<file path="src/rtl/wb_pkg.sv">
// Shared types and constants for the writeback arbiter.
// Default widths are used only when no build-level macro overrides them.
`ifndef WORD_SIZE
`define WORD_SIZE 32
`endif
`ifndef ROB_ENTRY_WIDTH
`define ROB_ENTRY_WIDTH 5
`endif

package wb_pkg;

  typedef enum logic [1:0] {
    WB_SRC_ALU = 2'd0,
    WB_SRC_MEM = 2'd1,
    WB_SRC_MUL = 2'd2
  } wb_src_t;

  localparam int NUM_WB_SOURCES = 3;

  // A source is flagged when it is denied again after this many waits.
  localparam logic [1:0] WAIT_LIMIT = 2'd3;

  function automatic wb_src_t grant_to_src(input logic [NUM_WB_SOURCES-1:0] grant);
    wb_src_t src;
    case (grant)
      3'b001:  src = WB_SRC_ALU;
      3'b010:  src = WB_SRC_MEM;
      3'b100:  src = WB_SRC_MUL;
      default: src = WB_SRC_ALU;
    endcase
    return src;
  endfunction

endpackage

</file>
<file path="src/rtl/rr_arbiter.sv">
// N-way round-robin arbiter: one-hot grant chosen by scanning requests from a
// rotating priority pointer that moves just past each winner.
module rr_arbiter #(
  parameter int N = 3
) (
  input  logic         clk,
  input  logic         rst,
  input  logic         clear,
  input  logic [N-1:0] req,
  output logic [N-1:0] grant
);

  localparam int PW = (N > 1) ? $clog2(N) : 1;
  localparam logic [PW:0] N_EXT = (PW+1)'(N);

  logic [PW-1:0] ptr_r;
  logic [PW-1:0] win_idx_s;
  logic          found_s;
  logic          hit_s;
  logic [N-1:0]  grant_s;
  logic [PW:0]   sum_s;
  logic [PW:0]   idx_s;

  // Scan from the pointer, wrapping once, and keep the first requester found.
  always_comb begin
    grant_s   = {N{1'b0}};
    win_idx_s = {PW{1'b0}};
    found_s   = 1'b0;
    hit_s     = 1'b0;
    sum_s     = {(PW+1){1'b0}};
    idx_s     = {(PW+1){1'b0}};
    for (int i = 0; i < N; i++) begin
      sum_s = {1'b0, ptr_r} + (PW+1)'(i);
      idx_s = (sum_s >= N_EXT) ? (sum_s - N_EXT) : sum_s;
      hit_s = !found_s && req[idx_s[PW-1:0]];
      grant_s[idx_s[PW-1:0]] = grant_s[idx_s[PW-1:0]] | hit_s;
      win_idx_s = hit_s ? idx_s[PW-1:0] : win_idx_s;
      found_s   = found_s | hit_s;
    end
  end

  // Pointer holds when idle; clear returns priority to source 0.
  always_ff @(posedge clk or negedge rst) begin
    if (!rst) begin
      ptr_r <= {PW{1'b0}};
    end else if (clear) begin
      ptr_r <= {PW{1'b0}};
    end else if (found_s) begin
      ptr_r <= (win_idx_s == PW'(N-1)) ? {PW{1'b0}} : (win_idx_s + PW'(1'b1));
    end else begin
      ptr_r <= ptr_r;
    end
  end

  assign grant = grant_s;

endmodule

</file>
<file path="src/rtl/wb_arbiter_chk.sv">
// Protocol checker for the writeback arbiter grant and writeback behaviour.
module wb_arbiter_chk
  import wb_pkg::*;
(
  input logic                      clk,
  input logic                      rst,
  input logic                      flush,
  input logic [NUM_WB_SOURCES-1:0] valid,
  input logic [NUM_WB_SOURCES-1:0] ready,
  input logic                      wb_valid,
  input logic                      wb_exception,
  input logic [1:0]                wb_src,
  input logic                      starve_err
);

  a_ready_onehot: assert property (@(posedge clk) disable iff (!rst)
    $onehot0(ready));

  a_ready_needs_valid: assert property (@(posedge clk) disable iff (!rst)
    ((ready & ~valid) == 3'b000));

  a_flush_blocks: assert property (@(posedge clk) disable iff (!rst)
    flush |-> (ready == 3'b000));

  a_grant_writes_back: assert property (@(posedge clk) disable iff (!rst)
    (|ready) |=> wb_valid);

  a_idle_no_writeback: assert property (@(posedge clk) disable iff (!rst)
    !(|ready) |=> !wb_valid);

  a_exception_from_mem: assert property (@(posedge clk) disable iff (!rst)
    (wb_valid && wb_exception) |-> (wb_src == WB_SRC_MEM));

  a_starve_sticky: assert property (@(posedge clk) disable iff (!rst)
    starve_err |=> starve_err);

endmodule

</file>
<file path="src/rtl/wb_arbiter.sv">
// Writeback arbiter: round-robin selection among ALU, MEM and MUL results onto
// one registered writeback port, with flush and starvation monitoring.
`ifndef WORD_SIZE
`define WORD_SIZE 32
`endif
`ifndef ROB_ENTRY_WIDTH
`define ROB_ENTRY_WIDTH 5
`endif

module wb_arbiter #(
  parameter int WORD_SIZE       = `WORD_SIZE,
  parameter int ROB_ENTRY_WIDTH = `ROB_ENTRY_WIDTH
) (
  input  logic                       clk,
  input  logic                       rst,
  input  logic                       flush,
  input  logic                       alu_valid,
  input  logic [WORD_SIZE-1:0]       alu_result,
  input  logic [ROB_ENTRY_WIDTH-1:0] alu_rob_id,
  input  logic                       mul_valid,
  input  logic [WORD_SIZE-1:0]       mul_result,
  input  logic [ROB_ENTRY_WIDTH-1:0] mul_rob_id,
  input  logic                       mem_valid,
  input  logic [WORD_SIZE-1:0]       mem_result,
  input  logic [ROB_ENTRY_WIDTH-1:0] mem_rob_id,
  input  logic                       mem_exception,
  input  logic [WORD_SIZE-1:0]       mem_v_addr,
  input  logic [WORD_SIZE-1:0]       mem_pc,
  output logic                       alu_ready,
  output logic                       mul_ready,
  output logic                       mem_ready,
  output logic                       wb_valid,
  output logic [WORD_SIZE-1:0]       wb_result,
  output logic [ROB_ENTRY_WIDTH-1:0] wb_rob_id,
  output logic                       wb_exception,
  output logic [WORD_SIZE-1:0]       wb_v_addr,
  output logic [WORD_SIZE-1:0]       wb_pc,
  output logic [1:0]                 wb_src,
  output logic                       starve_err
);

  import wb_pkg::*;

  logic [NUM_WB_SOURCES-1:0]  valid_s;
  logic [NUM_WB_SOURCES-1:0]  req_s;
  logic [NUM_WB_SOURCES-1:0]  grant_s;
  logic                       grant_any_s;

  wb_src_t                    win_src_s;
  logic [WORD_SIZE-1:0]       win_result_s;
  logic [ROB_ENTRY_WIDTH-1:0] win_rob_id_s;
  logic                       win_exception_s;
  logic [WORD_SIZE-1:0]       win_v_addr_s;
  logic [WORD_SIZE-1:0]       win_pc_s;

  logic                       wb_valid_r;
  logic [WORD_SIZE-1:0]       wb_result_r;
  logic [ROB_ENTRY_WIDTH-1:0] wb_rob_id_r;
  logic                       wb_exception_r;
  logic [WORD_SIZE-1:0]       wb_v_addr_r;
  logic [WORD_SIZE-1:0]       wb_pc_r;
  wb_src_t                    wb_src_r;

  logic [1:0]                 wait_cnt_r [NUM_WB_SOURCES];
  logic [NUM_WB_SOURCES-1:0]  starve_hit_s;
  logic                       starve_r;

  // Bit order follows the wb_src_t encoding: ALU, MEM, MUL.
  assign valid_s     = {mul_valid, mem_valid, alu_valid};
  assign req_s       = valid_s & ~{NUM_WB_SOURCES{flush}};
  assign grant_any_s = |grant_s;

  rr_arbiter #(
    .N (NUM_WB_SOURCES)
  ) u_rr (
    .clk   (clk),
    .rst   (rst),
    .clear (flush),
    .req   (req_s),
    .grant (grant_s)
  );

  assign alu_ready = grant_s[0];
  assign mem_ready = grant_s[1];
  assign mul_ready = grant_s[2];

  // Select the winning payload; exception info is only carried for MEM.
  always_comb begin
    win_src_s       = grant_to_src(grant_s);
    win_result_s    = alu_result;
    win_rob_id_s    = alu_rob_id;
    win_exception_s = 1'b0;
    win_v_addr_s    = {WORD_SIZE{1'b0}};
    win_pc_s        = {WORD_SIZE{1'b0}};
    case (win_src_s)
      WB_SRC_ALU: begin
        win_result_s = alu_result;
        win_rob_id_s = alu_rob_id;
      end
      WB_SRC_MEM: begin
        win_result_s    = mem_result;
        win_rob_id_s    = mem_rob_id;
        win_exception_s = mem_exception;
        win_v_addr_s    = mem_v_addr;
        win_pc_s        = mem_pc;
      end
      WB_SRC_MUL: begin
        win_result_s = mul_result;
        win_rob_id_s = mul_rob_id;
      end
      default: begin
        win_result_s = alu_result;
        win_rob_id_s = alu_rob_id;
      end
    endcase
  end

  // Writeback register: pulse valid for one cycle per grant, hold payload otherwise.
  always_ff @(posedge clk or negedge rst) begin
    if (!rst) begin
      wb_valid_r     <= 1'b0;
      wb_result_r    <= {WORD_SIZE{1'b0}};
      wb_rob_id_r    <= {ROB_ENTRY_WIDTH{1'b0}};
      wb_exception_r <= 1'b0;
      wb_v_addr_r    <= {WORD_SIZE{1'b0}};
      wb_pc_r        <= {WORD_SIZE{1'b0}};
      wb_src_r       <= WB_SRC_ALU;
    end else if (grant_any_s) begin
      wb_valid_r     <= 1'b1;
      wb_result_r    <= win_result_s;
      wb_rob_id_r    <= win_rob_id_s;
      wb_exception_r <= win_exception_s;
      wb_v_addr_r    <= win_v_addr_s;
      wb_pc_r        <= win_pc_s;
      wb_src_r       <= win_src_s;
    end else begin
      wb_valid_r     <= 1'b0;
    end
  end

  // A source is starving when denied again after already waiting WAIT_LIMIT cycles.
  always_comb begin
    starve_hit_s = {NUM_WB_SOURCES{1'b0}};
    for (int i = 0; i < NUM_WB_SOURCES; i++) begin
      starve_hit_s[i] = valid_s[i] && !grant_s[i] && (wait_cnt_r[i] == WAIT_LIMIT);
    end
  end

  // Saturating per-source wait counters and the sticky starvation flag.
  always_ff @(posedge clk or negedge rst) begin
    if (!rst) begin
      for (int i = 0; i < NUM_WB_SOURCES; i++) begin
        wait_cnt_r[i] <= 2'd0;
      end
      starve_r <= 1'b0;
    end else begin
      for (int i = 0; i < NUM_WB_SOURCES; i++) begin
        if (valid_s[i] && !grant_s[i]) begin
          wait_cnt_r[i] <= (wait_cnt_r[i] == WAIT_LIMIT) ? WAIT_LIMIT : (wait_cnt_r[i] + 2'd1);
        end else begin
          wait_cnt_r[i] <= 2'd0;
        end
      end
      starve_r <= starve_r | (|starve_hit_s);
    end
  end

  assign wb_valid     = wb_valid_r;
  assign wb_result    = wb_result_r;
  assign wb_rob_id    = wb_rob_id_r;
  assign wb_exception = wb_exception_r;
  assign wb_v_addr    = wb_v_addr_r;
  assign wb_pc        = wb_pc_r;
  assign wb_src       = wb_src_r;
  assign starve_err   = starve_r;

  wb_arbiter_chk u_chk (
    .clk          (clk),
    .rst          (rst),
    .flush        (flush),
    .valid        (valid_s),
    .ready        (grant_s),
    .wb_valid     (wb_valid_r),
    .wb_exception (wb_exception_r),
    .wb_src       (wb_src_r),
    .starve_err   (starve_r)
  );

endmodule

</file>
<file path="config.mk">
export PLATFORM = sky130hd
export DESIGN_NAME = wb_arbiter
export DESIGN_NICKNAME = d
export VERILOG_FILES = /design/src/rtl/wb_pkg.sv /design/src/rtl/rr_arbiter.sv /design/src/rtl/wb_arbiter_chk.sv /design/src/rtl/wb_arbiter.sv
export SDC_FILE = /design/constraint.sdc
export NUM_CORES = 1
export LEC_CHECK = 0
export ABC_CLOCK_PERIOD_IN_PS = 5150
export BUFFER_PORTS_ARGS = -buffer_cell sky130_fd_sc_hd__buf_2
export CORE_MARGIN = 8
export CORE_UTILIZATION = 30
export DETAILED_ROUTE_END_ITERATION = 8
export GPL_TIMING_DRIVEN = 0
export MAX_ROUTING_LAYER = met4
export RECOVER_POWER = 25
export SLEW_MARGIN = 20
export SYNTH_ARGS = -nofsm -noshare
export SYNTH_HDL_FRONTEND = slang
export SYNTH_SLANG_ARGS = --single-unit
</file>
<file path="constraint.sdc">
create_clock -name clk -period 5.15 [get_ports clk]
set_input_delay 1.2875 -clock clk [delete_from_list [all_inputs] [get_ports clk]]
set_output_delay 1.2875 -clock clk [all_outputs]
set_load 0.02 [all_outputs]
</file>
After elaboration in Yosys (flattened, before gate mapping)
Cells that the tools add are included.
{ "classes": {"eq_ne": 8, "n_lt_le_gt_ge": 9, "addsub": 9, "reduce_logical": 19, "bitwise_logic": 9, "mux": 42} }
{ "ops": {"columns": ["cell", "count"], "rows": [
  ["2-to-1 mux 32 bit", 2],
  ["case mux 32 bit (2 select lines)", 1],
  ["2-to-1 mux 2 bit", 15],
  ["binary-select mux 1 bit (select 2 bit)", 6],
  ["logical AND 1 bit", 11],
  ["2-to-1 mux 1 bit", 11],
  ["== test 2 bit (second input constant)", 5],
  ["case mux 5 bit (2 select lines)", 1],
  ["less-than comparator 2 x 3 -> 1 bit (second input constant)", 3],
  ["adder 2 x 1 -> 2 bit (second input constant)", 4],
  ["AND 3 bit", 2],
  ["bitwise mux 3 bit", 2],
  ["demux 1 bit (select 2 bit)", 3],
  ["greater-or-equal comparator 2 x 1 -> 1 bit (second input constant)", 3],
  ["greater-or-equal comparator 3 x 2 -> 1 bit (second input constant)", 2],
  ["bitwise OR 1 bit", 6],
  ["OR reduction 3 bit", 2],
  ["subtractor 2 bit (second input constant)", 3],
  ["zero test 1 bit", 5],
  ["case mux 2 bit (2 select lines)", 1],
  ["adder 2 x 1 -> 3 bit (second input constant)", 1],
  ["adder 2 x 2 -> 3 bit (second input constant)", 1],
  ["== test 3 x 2 -> 1 bit (second input constant)", 1],
  ["== test 3 bit (second input constant)", 1],
  ["other kinds (4)", 4]
]} }
{ "totals": {"register_bits": 114} }

Longest topological paths before layout
Gate-level depths: netlist of run 1.
{ "logic_depth": {"word_depth": 20, "mapped_depth": 12, "mapped_depth_nobuf": 9} }

Cells and area by module
From an unflattened synthesis of run 1, not the netlist that was laid out.
{ "unflattened": {"hier_cells": 455, "hier_area_um2": 5378.9} }
{ "modules_own_cells": {"columns": ["mod", "area_each_um2", "instances", "seq_area_each_um2", "cells_per_inst"], "rows": [
  ["wb_arbiter", 4917.2, 1, 2802.7, 394],
  ["rr_arbiter", 461.7, 1, 50.0, 61]
]} }

Worst setup path before layout of run 1
Ideal clock, no wire load.
{ "synth_timing": {"path_kind": "input port to output port", "from": "input mul_valid", "to": "output alu_ready", "t_arrival_ns": 2.669, "path_stages": 5, "required_ns": 3.863, "setup_slack_ns": 1.193, "path_buffers": 2, "path_cell_list": "buf_2 or4b_1 a31o_2 inv_2 clkbuf_1"} }
{ "synth_between": {"elab_chain_cells": 13, "elab_cells_between_ends": 22, "cone_classes": "12 x mux; 6 x bitwise; 4 x reduce/logical"} }
{ "synth_lines": {"columns": ["item", "line", "rtl"], "rows": [
  ["from (decl)", "wb_arbiter.sv:20", "input logic mul_valid,"],
  ["AND 3 bit (*)", "wb_arbiter.sv:70", "assign req_s = valid_s & ~{NUM_WB_SOURCES{flush}};"],
  ["binary-select mux 1 bit (select 2 bit)", "rr_arbiter.sv:35", "hit_s = !found_s && req[idx_s[PW-1:0]];"],
  ["2-to-1 mux 1 bit (implied by the code)", "rr_arbiter.sv:35", null],
  ["bitwise OR 1 bit", "rr_arbiter.sv:36", "grant_s[idx_s[PW-1:0]] = grant_s[idx_s[PW-1:0]] | hit_s;"],
  ["AND 3 bit (no source line)", null, null],
  ["binary-select mux 1 bit (select 2 bit)", "rr_arbiter.sv:36", null],
  ["2-to-1 mux 1 bit (implied by the code)", "rr_arbiter.sv:36", null],
  ["bitwise OR 1 bit", "rr_arbiter.sv:36", null],
  ["bitwise mux 3 bit", "rr_arbiter.sv:36", null],
  ["binary-select mux 1 bit (select 2 bit)", "rr_arbiter.sv:36", null],
  ["2-to-1 mux 1 bit (implied by the code)", "rr_arbiter.sv:36", null],
  ["bitwise OR 1 bit", "rr_arbiter.sv:36", null],
  ["bitwise mux 3 bit (*)", "rr_arbiter.sv:36", null],
  ["to (decl)", "wb_arbiter.sv:29", "output logic alu_ready,"]
]} }
Mark *: on every way between the ends. The rest lies on a longest branch, timed or not. The select of a mux whose other input is x is not followed.

Worst setup path in the final report of run 1
{ "layout_timing": {"from": "input mul_valid", "to": "output mem_ready"} }
{ "layout_between": {"elab_chain_cells": 13, "elab_cells_between_ends": 22, "cone_classes": "12 x mux; 6 x bitwise; 4 x reduce/logical"} }
{ "layout_lines": {"columns": ["item", "line", "rtl"], "rows": [
  ["AND 3 bit (*)", "wb_arbiter.sv:70", null],
  ["binary-select mux 1 bit (select 2 bit)", "rr_arbiter.sv:35", null],
  ["2-to-1 mux 1 bit (implied by the code)", "rr_arbiter.sv:35", null],
  ["bitwise OR 1 bit", "rr_arbiter.sv:36", null],
  ["AND 3 bit (no source line)", null, null],
  ["binary-select mux 1 bit (select 2 bit)", "rr_arbiter.sv:36", null],
  ["2-to-1 mux 1 bit (implied by the code)", "rr_arbiter.sv:36", null],
  ["bitwise OR 1 bit", "rr_arbiter.sv:36", null],
  ["bitwise mux 3 bit", "rr_arbiter.sv:36", null],
  ["binary-select mux 1 bit (select 2 bit)", "rr_arbiter.sv:36", null],
  ["2-to-1 mux 1 bit (implied by the code)", "rr_arbiter.sv:36", null],
  ["bitwise OR 1 bit", "rr_arbiter.sv:36", null],
  ["bitwise mux 3 bit (*)", "rr_arbiter.sv:36", null],
  ["to (decl)", "wb_arbiter.sv:31", "output logic mem_ready,"]
]} }
Marked as above.

==> flow_summary.toml, run 1 <==
[worst_setup_path]
crit_chain = "buf_2 > buf_2 > mux2i_1 > o221ai_1 > nor2_1 > a21oi_2 > clkbuf_1 > inv_1 > buf_2"
worstPathArrival_ns = 3.27
crit_top_cell = "buf_2"
endpoint_kind = "output port"
worstPathRequired_ns = 3.86
cp_slowest_stage_delay_ns = 0.45
regToRegSetupSlack_ns = 2.17
reg2reg_to = "wb_pc[27]"
r2r_start = "u_rr.ptr_r[1]"
slowest_stage = "clkbuf_1"
crit_path_start_kind = "primary input"
path_max_fanout = 10
reg2reg_depth = 10
critPathKind = "primary input to output port"

[grt]
grt_pass1_wl_mm = 29.5
grt_max_degree = 74
grt_pass1_vias = 5558
track_usage = 0.178
antenna_found_initial = 0
gr-total-overflow = 0

[placed_design]
post-place-ws_ns = 0.616
portBuffers = 290
post_dp_cell_area_um2 = 6830
gp_congestion = 0.891
dp_hpwl_mm = 14.5

[floorplanning]
ios = 291
row_count = 47
die_h_um = 146
core-area_um2 = 16500
start_util = 0.307
fp.dieW_um = 146
die_area_um2 = 21300

[cts]
postCtsHoldBufs = 0
cts-root-buf = "clkbuf_16"
cts_tree = "built"
cts_sinks = 114
post_cts_buffers = 0
clk_pin_slew_worst_paths_ns = 0.06
cts_max_level = 4
cts_buffer_depth = 2
insertion_delay_ns = 0.41
cts_buffers = 17
ctsResizeCount = 0

[synth]
syn_nets = 599
ys_seq_area_frac = 0.563
async_reset_ff_frac = 1.00
synth_warnings = 0
syn_area_um2 = 5070
yosysUniqueCellTypes = 40
synth_seq_cells = 114
synth_ff_type = "dfrtp_1"
avgSynthCellArea_um2 = 12.2
synthCells = 415
synth_edf_count = 0

[timing]
period_share = 0.884
rsz0062_at_grt = "false"
whs_ns = 0.471
setup_ws_ns = 0.595
tightestPinTransition_ns = 2.39
fin_crit_ns = 4.56
finalMaxSlewViolations = 42
setup_viol = 0
clock.fmax_ghz = 0.220
hold_viol = 0
skew_ns = 0.00584
final.setup.tns_ns = 0
slew_headroom = -0.596

[run_status]
status = "finished with violations"
violations = "capacitance limit, slew limit"

[cells_and_area]
finalInstanceArea_um2 = 7420
num_antenna_cells = 0
drive_gt1_frac = 0.501
area_growth_pct = 46.4
finalNetCount = 909

[detailed_routing]
antenna_left = 0
vias = 4850
drt-total-wl_mm = 18.4
drc = 0
vias_per_cell = 5.06
drt_first_iter_violations = 321
wire_per_inst_um = 19.2
first_pass_iters = 4

[min_path]
holdPathEnd = "wait_cnt_r[4]"
hold_depth = 1
hp-class = "flip-flop to flip-flop"
hold_start = "wait_cnt_r[4]"

[pwr]
p_total_mw = 5.47
pwr_density_cell_nw_per_um2 = 737
ir_worst_vdd_mv = 0.336
p_leak_nw = 3.82

[run]
drv_cap = 1
## cell usage in the layout, fill, tap and decap left out, drive strengths merged, types with 3 or more instances in the layout
| master | netlist | final |
|---|---|---|
| clkbuf | 17 | 35 |
| nor3 | 3 | 3 |
| o221ai | 38 | 38 |
| a21oi | 10 | 10 |
| nor2 | 12 | 12 |
| dfrtp | 114 | 114 |
| clkinvlp | 0 | 4 |
| inv | 13 | 20 |
| nand3 | 3 | 3 |
| a2bb2oi | 37 | 37 |
| nand2b | 3 | 3 |
| o21ai | 3 | 3 |
| mux2i | 3 | 3 |
| a22o | 65 | 65 |
| buf | 22 | 312 |
| nand2 | 48 | 48 |
## report_power, final
| group | internal [mW] | switching [mW] | total [mW] |
|---|---|---|---|
| clock network | 0.727 | 0.469 | 1.20 |
| logic | 1.14 | 1.56 | 2.70 |
| registers | 1.32 | 0.248 | 1.57 |
| total | 3.19 | 2.27 | 5.47 |
## flip-flops by register name, summed over array words and instances (netlist names)
register and cells:
u_rr.ptr_r 2, wb_valid 1, wb_src 2, starve_err 1, wait_cnt_r 6, wb_exception 1, wb_result 32, wb_v_addr 32
wb_rob_id 5, wb_pc 32
## stage by stage
step,cells,utilization
6_report,958,0.449
3_3_place_gp,925,0.411
2_1_floorplan,415,-
5_1_grt,958,0.449
3_5_place_dp,926,0.413
4_1_cts,958,0.449
## layer usage
layer	up-vias	global-route usage	part of all wire
met1	2325	0.200	0.41
met3	41	0.0628	0.087
met4	0	0.0875	0.029
met2	263	0.278	0.47
li1	2221	-	-
met5	-	-	0
## critical path: cells and delay by family
| family | cells | cell delay (ns) |
|---|---|---|
| simple gates | 1 | 0.12 |
| mux | 1 | 0.11 |
| compound gates | 2 | 0.68 |
| buf+inv | 5 | 1.06 |
## logic make-up (layout without fill, tap and decap cells)
logic type / after synthesis / count (layout) / synth area share
fa+ha+maj: 2 / 2 / 0.00494
mux: 3 / 3 / 0.00593
simple gates: 79 / 79 / 0.0699
buf+inv: 52 / 375 / 0.0556
compound gates: 165 / 165 / 0.301
flops: 114 / 114 / 0.563
## synthesized netlist by cell type (all sizes together), types with 2 or more instances
cell type / n / share of area
dfrtp: 114 / 0.56
o21ai: 3 / 0.0030
a21oi: 10 / 0.011
nor2: 12 / 0.0089
a22o: 65 / 0.11
nand4: 2 / 0.0025
buf: 22 / 0.033
nor2b: 2 / 0.0025
ha: 2 / 0.0049
nor3: 3 / 0.0030
mux2i: 3 / 0.0059
o221ai: 38 / 0.066
nand2b: 3 / 0.0037
inv: 13 / 0.0096
a2bb2oi: 37 / 0.089
clkbuf: 17 / 0.013
a31oi: 2 / 0.0025
nand2: 48 / 0.036
nand3: 3 / 0.0030
## worst max-delay path by stage
stage	startpoint	to	slack, ns	cells after the start
after floorplan	mul_valid	alu_ready	1.19	5
after global placement	mul_valid	mem_ready	0.63	9
after detailed placement	mul_valid	mem_ready	0.62	9
after CTS	mul_valid	mem_ready	0.60	9
after global routing	mul_valid	mem_ready	0.39	9
final	mul_valid	mem_ready	0.59	9
## area by class of cell
cell class / count / area, um2
plain buffers: 39 / 233
clock buffers: 17 / 425
clock inverters: 15 / 174
fillers: 1573 / 9110
inverters: 13 / 48.8
multi-input cells: 249 / 1930
flip-flops and latches: 114 / 2850
well taps: 220 / 275
repair buffers: 291 / 1480
Note: power is estimated with default switching activity, not from simulation.
==> inputs of run 2 (changes only) <==
==> constraint.sdc (replaced) <==
create_clock -name clk -period 5.15 [get_ports clk]
set_input_delay 0.7725 -clock clk [delete_from_list [all_inputs] [get_ports clk]]
set_output_delay 0.7725 -clock clk [all_outputs]
set_load 0.02 [all_outputs]
==> flow_summary.toml, run 2 (synthesis results as in run 1) <==
[grt]
grt_max_degree = 74
antenna_found_initial = 0
gr-total-overflow = 0
grt_pass1_wl_mm = 29.5
track_usage = 0.178
grt_pass1_vias = 5558

[detailed_routing]
vias_per_cell = 5.08
wire_per_inst_um = 19.3
antenna_left = 0
drt_first_iter_violations = 375
drt-total-wl_mm = 18.5
drc = 0
vias = 4868
first_pass_iters = 4

[worst_setup_path]
reg2reg_depth = 10
slowest_stage = "clkbuf_1"
crit_chain = "inv_1 > ha_1 > buf_2 > nand2_1 > o221ai_1 > nor2_1 > a21oi_2 > clkbuf_1 > inv_1 > buf_2"
crit_path_start_kind = "flip-flop"
worstPathArrival_ns = 3.05
endpoint_kind = "output port"
cp_slowest_stage_delay_ns = 0.45
path_max_fanout = 10
worstPathRequired_ns = 4.38
critPathKind = "flip-flop to output port"

[placed_design]
dp_hpwl_mm = 14.5
gp_congestion = 0.891
post_dp_cell_area_um2 = 6830
portBuffers = 290

[cts]
cts-root-buf = "clkbuf_16"
clk_pin_slew_worst_paths_ns = 0.06
cts_buffers = 17
insertion_delay_ns = 0.41
cts_max_level = 4
ctsResizeCount = 0
cts_tree = "built"
postCtsHoldBufs = 0
cts_buffer_depth = 2
post_cts_buffers = 0
cts_sinks = 114

[run]
drv_cap = 2

[floorplanning]
fp.dieW_um = 146
ios = 291
row_count = 47
core-area_um2 = 16500
die_h_um = 146
start_util = 0.307
die_area_um2 = 21300

[cells_and_area]
layout_commonest_cell = "buf_2"
drive_gt1_frac = 0.501
finalInstanceArea_um2 = 7400
mostFrequentLayoutCells = "buf_2, dfrtp_1, a22o_1"
num_antenna_cells = 0
finalNetCount = 909
area_growth_pct = 46.0

[min_path]
hp-class = "flip-flop to flip-flop"
hold_depth = 1

[timing]
setup_viol = 0
fin_crit_ns = 3.83
period_share = 0.743
tightestPinTransition_ns = 2.26
final.setup.tns_ns = 0
clock.fmax_ghz = 0.261
hold_viol = 0
rsz0062_at_grt = "false"
skew_ns = 0.00559
slew_headroom = -0.505
finalMaxSlewViolations = 117

[pwr]
p_leak_nw = 3.81
ir_worst_vdd_mv = 0.337
pwr_density_cell_nw_per_um2 = 739

[run_status]
violations = "capacitance limit, slew limit"
status = "finished with violations"
[run 2: cell count changes in the layout (fill, tap and decap cells not counted), sizes merged]
cell,previous run,this run
buf,312,311
clkbuf,35,36
[run 2: path summary, 6_finish.rpt]
kind                       slack (ns)            end          start
min in group asynchronous        1.02   wb_v_addr[2]            rst
hold / removal                   0.47  wait_cnt_r[4]  wait_cnt_r[4]
max in group asynchronous        1.43  wb_result[24]            rst
setup / recovery                 1.32      mem_ready  u_rr.ptr_r[0]
setup reg to reg                 2.23  wb_v_addr[23]  u_rr.ptr_r[1]
hold reg to reg                  0.47  wait_cnt_r[4]  wait_cnt_r[4]
[run 2: worst max-delay path: cells and delay by family, from the launching register on]
kind            cells  cell delay [ns]
simple gates        2             0.20
compound gates      2             0.68
buf+inv             5             1.06
fa+ha+maj           1             0.32
flops               1             0.37
[run 2: stage by stage]
stage	power (mW)	std cells	hold slack, ns	util	setup WS, ns
final	5.47	958	0.469	0.448	1.32
after global routing	5.81	958	0.485	0.448	0.570
after CTS	5.53	958	0.265	0.449	1.31
after detailed placement	4.31	926	0.463	0.413	1.65
after global placement	4.23	925	0.458	0.411	1.66
after floorplan	3.39	415	0.443	-	2.22
[run 2: where the power goes]
group          internal (mW)  leakage, nW  switching [mW]
Sequential              1.32         1.46           0.248
Combinational           1.14         2.07            1.56
Clock                  0.727        0.281           0.469
Total                   3.19         3.81            2.28
[run 2: layout make-up]
type	instances	area (um2)
buffer	39	233
clock buffer	17	425
clock inverter	15	174
fill	1576	9130
inverter	13	48.8
multi-input combinational	249	1930
sequential	114	2850
tap	220	275
timing repair buffer	291	1460
[run 2: per-layer routing]
layer / GRT usage / part of all wire / up-vias
li1: - / - / 2220
met1: 0.200 / 0.41 / 2342
met2: 0.278 / 0.47 / 266
met3: 0.0628 / 0.085 / 40
met4: 0.0875 / 0.029 / 0
met5: - / 0 / -
==> inputs of run 3 (changes only) <==
ABC_CLOCK_PERIOD_IN_PS = 3900   (was 5150)
clock period = 3.9 ns   (was 5.15 ns; I/O delays follow)
==> flow_summary.toml, run 3 (synthesis results as in run 1) <==
[grt]
grt_max_degree = 74
antenna_found_initial = 0
grt_pass1_vias = 5558
grt_pass1_wl_mm = 29.5
track_usage = 0.178
gr-total-overflow = 0

[cts]
insertion_delay_ns = 0.41
ctsResizeCount = 0
cts_buffer_depth = 2
cts-root-buf = "clkbuf_16"
cts_sinks = 114
postCtsHoldBufs = 0
cts_tree = "built"
clk_pin_slew_worst_paths_ns = 0.06
cts_max_level = 4
cts_buffers = 17
post_cts_buffers = 0

[floorplanning]
die_area_um2 = 21300
die_h_um = 146
start_util = 0.307
row_count = 47
fp.dieW_um = 146
ios = 291
core-area_um2 = 16500

[pwr]
p_seq_frac = 0.287
p_comb_frac = 0.494
pwr_density_cell_nw_per_um2 = 976
p_int_mw = 4.21
ir_worst_vdd_mv = 0.444
p_total_mw = 7.22
p_switching_mw = 3.01
switching_share = 0.417
clkPwrFrac = 0.219
p_leak_nw = 3.81

[worst_setup_path]
crit_start = "u_rr.ptr_r[0]"
reg2reg_to = "wb_v_addr[23]"
critPathCapture = "mem_ready"
path_max_fanout = 10
worstPathArrival_ns = 3.05
endpoint_kind = "output port"
r2r_start = "u_rr.ptr_r[1]"
regToRegSetupSlack_ns = 0.98
worstPathRequired_ns = 3.31
critPathKind = "flip-flop to output port"
crit_path_start_kind = "flip-flop"
reg2reg_depth = 10

[cells_and_area]
multiInputGateArea_um2 = 1930
regArea_um2 = 2850
area_growth_pct = 46.0
drive_gt1_frac = 0.501
final_cells = 958
fillers = 1575
mostFrequentLayoutCells = "buf_2, dfrtp_1, a22o_1"
num_antenna_cells = 0
finalNetCount = 909
layout_commonest_cell = "buf_2"

[timing]
period_share = 0.933
final.setup.tns_ns = 0
tightestPinTransition_ns = 2.26
whs_ns = 0.382
setup_ws_ns = 0.261
finalMaxSlewViolations = 43
skew_ns = 0.00559
clock.fmax_ghz = 0.275
fin_crit_ns = 3.64
hold_viol = 0
rsz0062_at_grt = "false"
slew_headroom = -0.505
setup_viol = 0

[detailed_routing]
first_pass_iters = 4
drt_first_iter_violations = 375
wire_per_inst_um = 19.3
drt-total-wl_mm = 18.5
antenna_left = 0
vias = 4868
vias_per_cell = 5.08
drc = 0

[run]
drv_cap = 1

[placed_design]
dp_hpwl_mm = 14.5
portBuffers = 290
dp.cells = 926
gp_congestion = 0.891
post-place-ws_ns = 0.721

[min_path]
hold_depth = 2
hp-class = "primary input to flip-flop"

[run_status]
violations = "capacitance limit, slew limit"
status = "finished with violations"
==> run 3: cell counts in the layout (fill, tap and decap cells not counted) <==
No cell type changed its count.
==> run 3: worst min path at each step <==
stage,start,endpoint,slack (ns)
2_1_floorplan,rst,starve_err,0.29
3_3_place_gp,wait_cnt_r[2],wait_cnt_r[2],0.46
3_5_place_dp,wait_cnt_r[4],wait_cnt_r[4],0.46
4_1_cts,rst,wb_v_addr[2],0.08
5_1_grt,mem_v_addr[8],wb_v_addr[8],0.36
6_report,mem_pc[20],wb_pc[20],0.38
==> run 3: stage by stage <==
step / util / area (um2)
2_1_floorplan: - / 5070
3_3_place_gp: 0.411 / 6790
3_5_place_dp: 0.413 / 6830
4_1_cts: 0.449 / 7430
5_1_grt: 0.448 / 7400
6_report: 0.448 / 7400
==> run 3: final cells by class <==
class                   instances  share of cell area
flip-flops and latches        114               0.386
multi-input cells             249               0.261
repair buffers                291               0.197
clock buffers                  17              0.0575
well taps                     220              0.0372
plain buffers                  39              0.0315
clock inverters                15              0.0235
inverters                      13             0.00660
==> run 3: worst max-delay path: stages (launching register included) <==
cell and delay (ns):
dfrtp_1 0.37, inv_1 0.06, ha_1 0.32, buf_2 0.24, nand2_1 0.08, o221ai_1 0.33, nor2_1 0.12, a21oi_2 0.35
clkbuf_1 0.45, inv_1 0.12, buf_2 0.19
==> run 3: routing by layer <==
layer,up-vias,track usage,share of wire
met3,40,0.0628,0.085
met1,2342,0.200,0.41
met4,0,0.0875,0.029
li1,2220,-,-
met2,266,0.278,0.47
met5,-,-,0
==> run 3: power groups by stage <==
| stage | clock network [mW] | logic (mW) | registers (mW) |
|---|---|---|---|
| after detailed placement | 0 | 3.62 | 2.06 |
| after floorplan | 0 | 1.79 | 2.69 |
| after global routing | 1.68 | 3.85 | 2.14 |
| final | 1.58 | 3.57 | 2.07 |
| after global placement | 0 | 3.52 | 2.06 |
| after CTS | 1.62 | 3.62 | 2.07 |
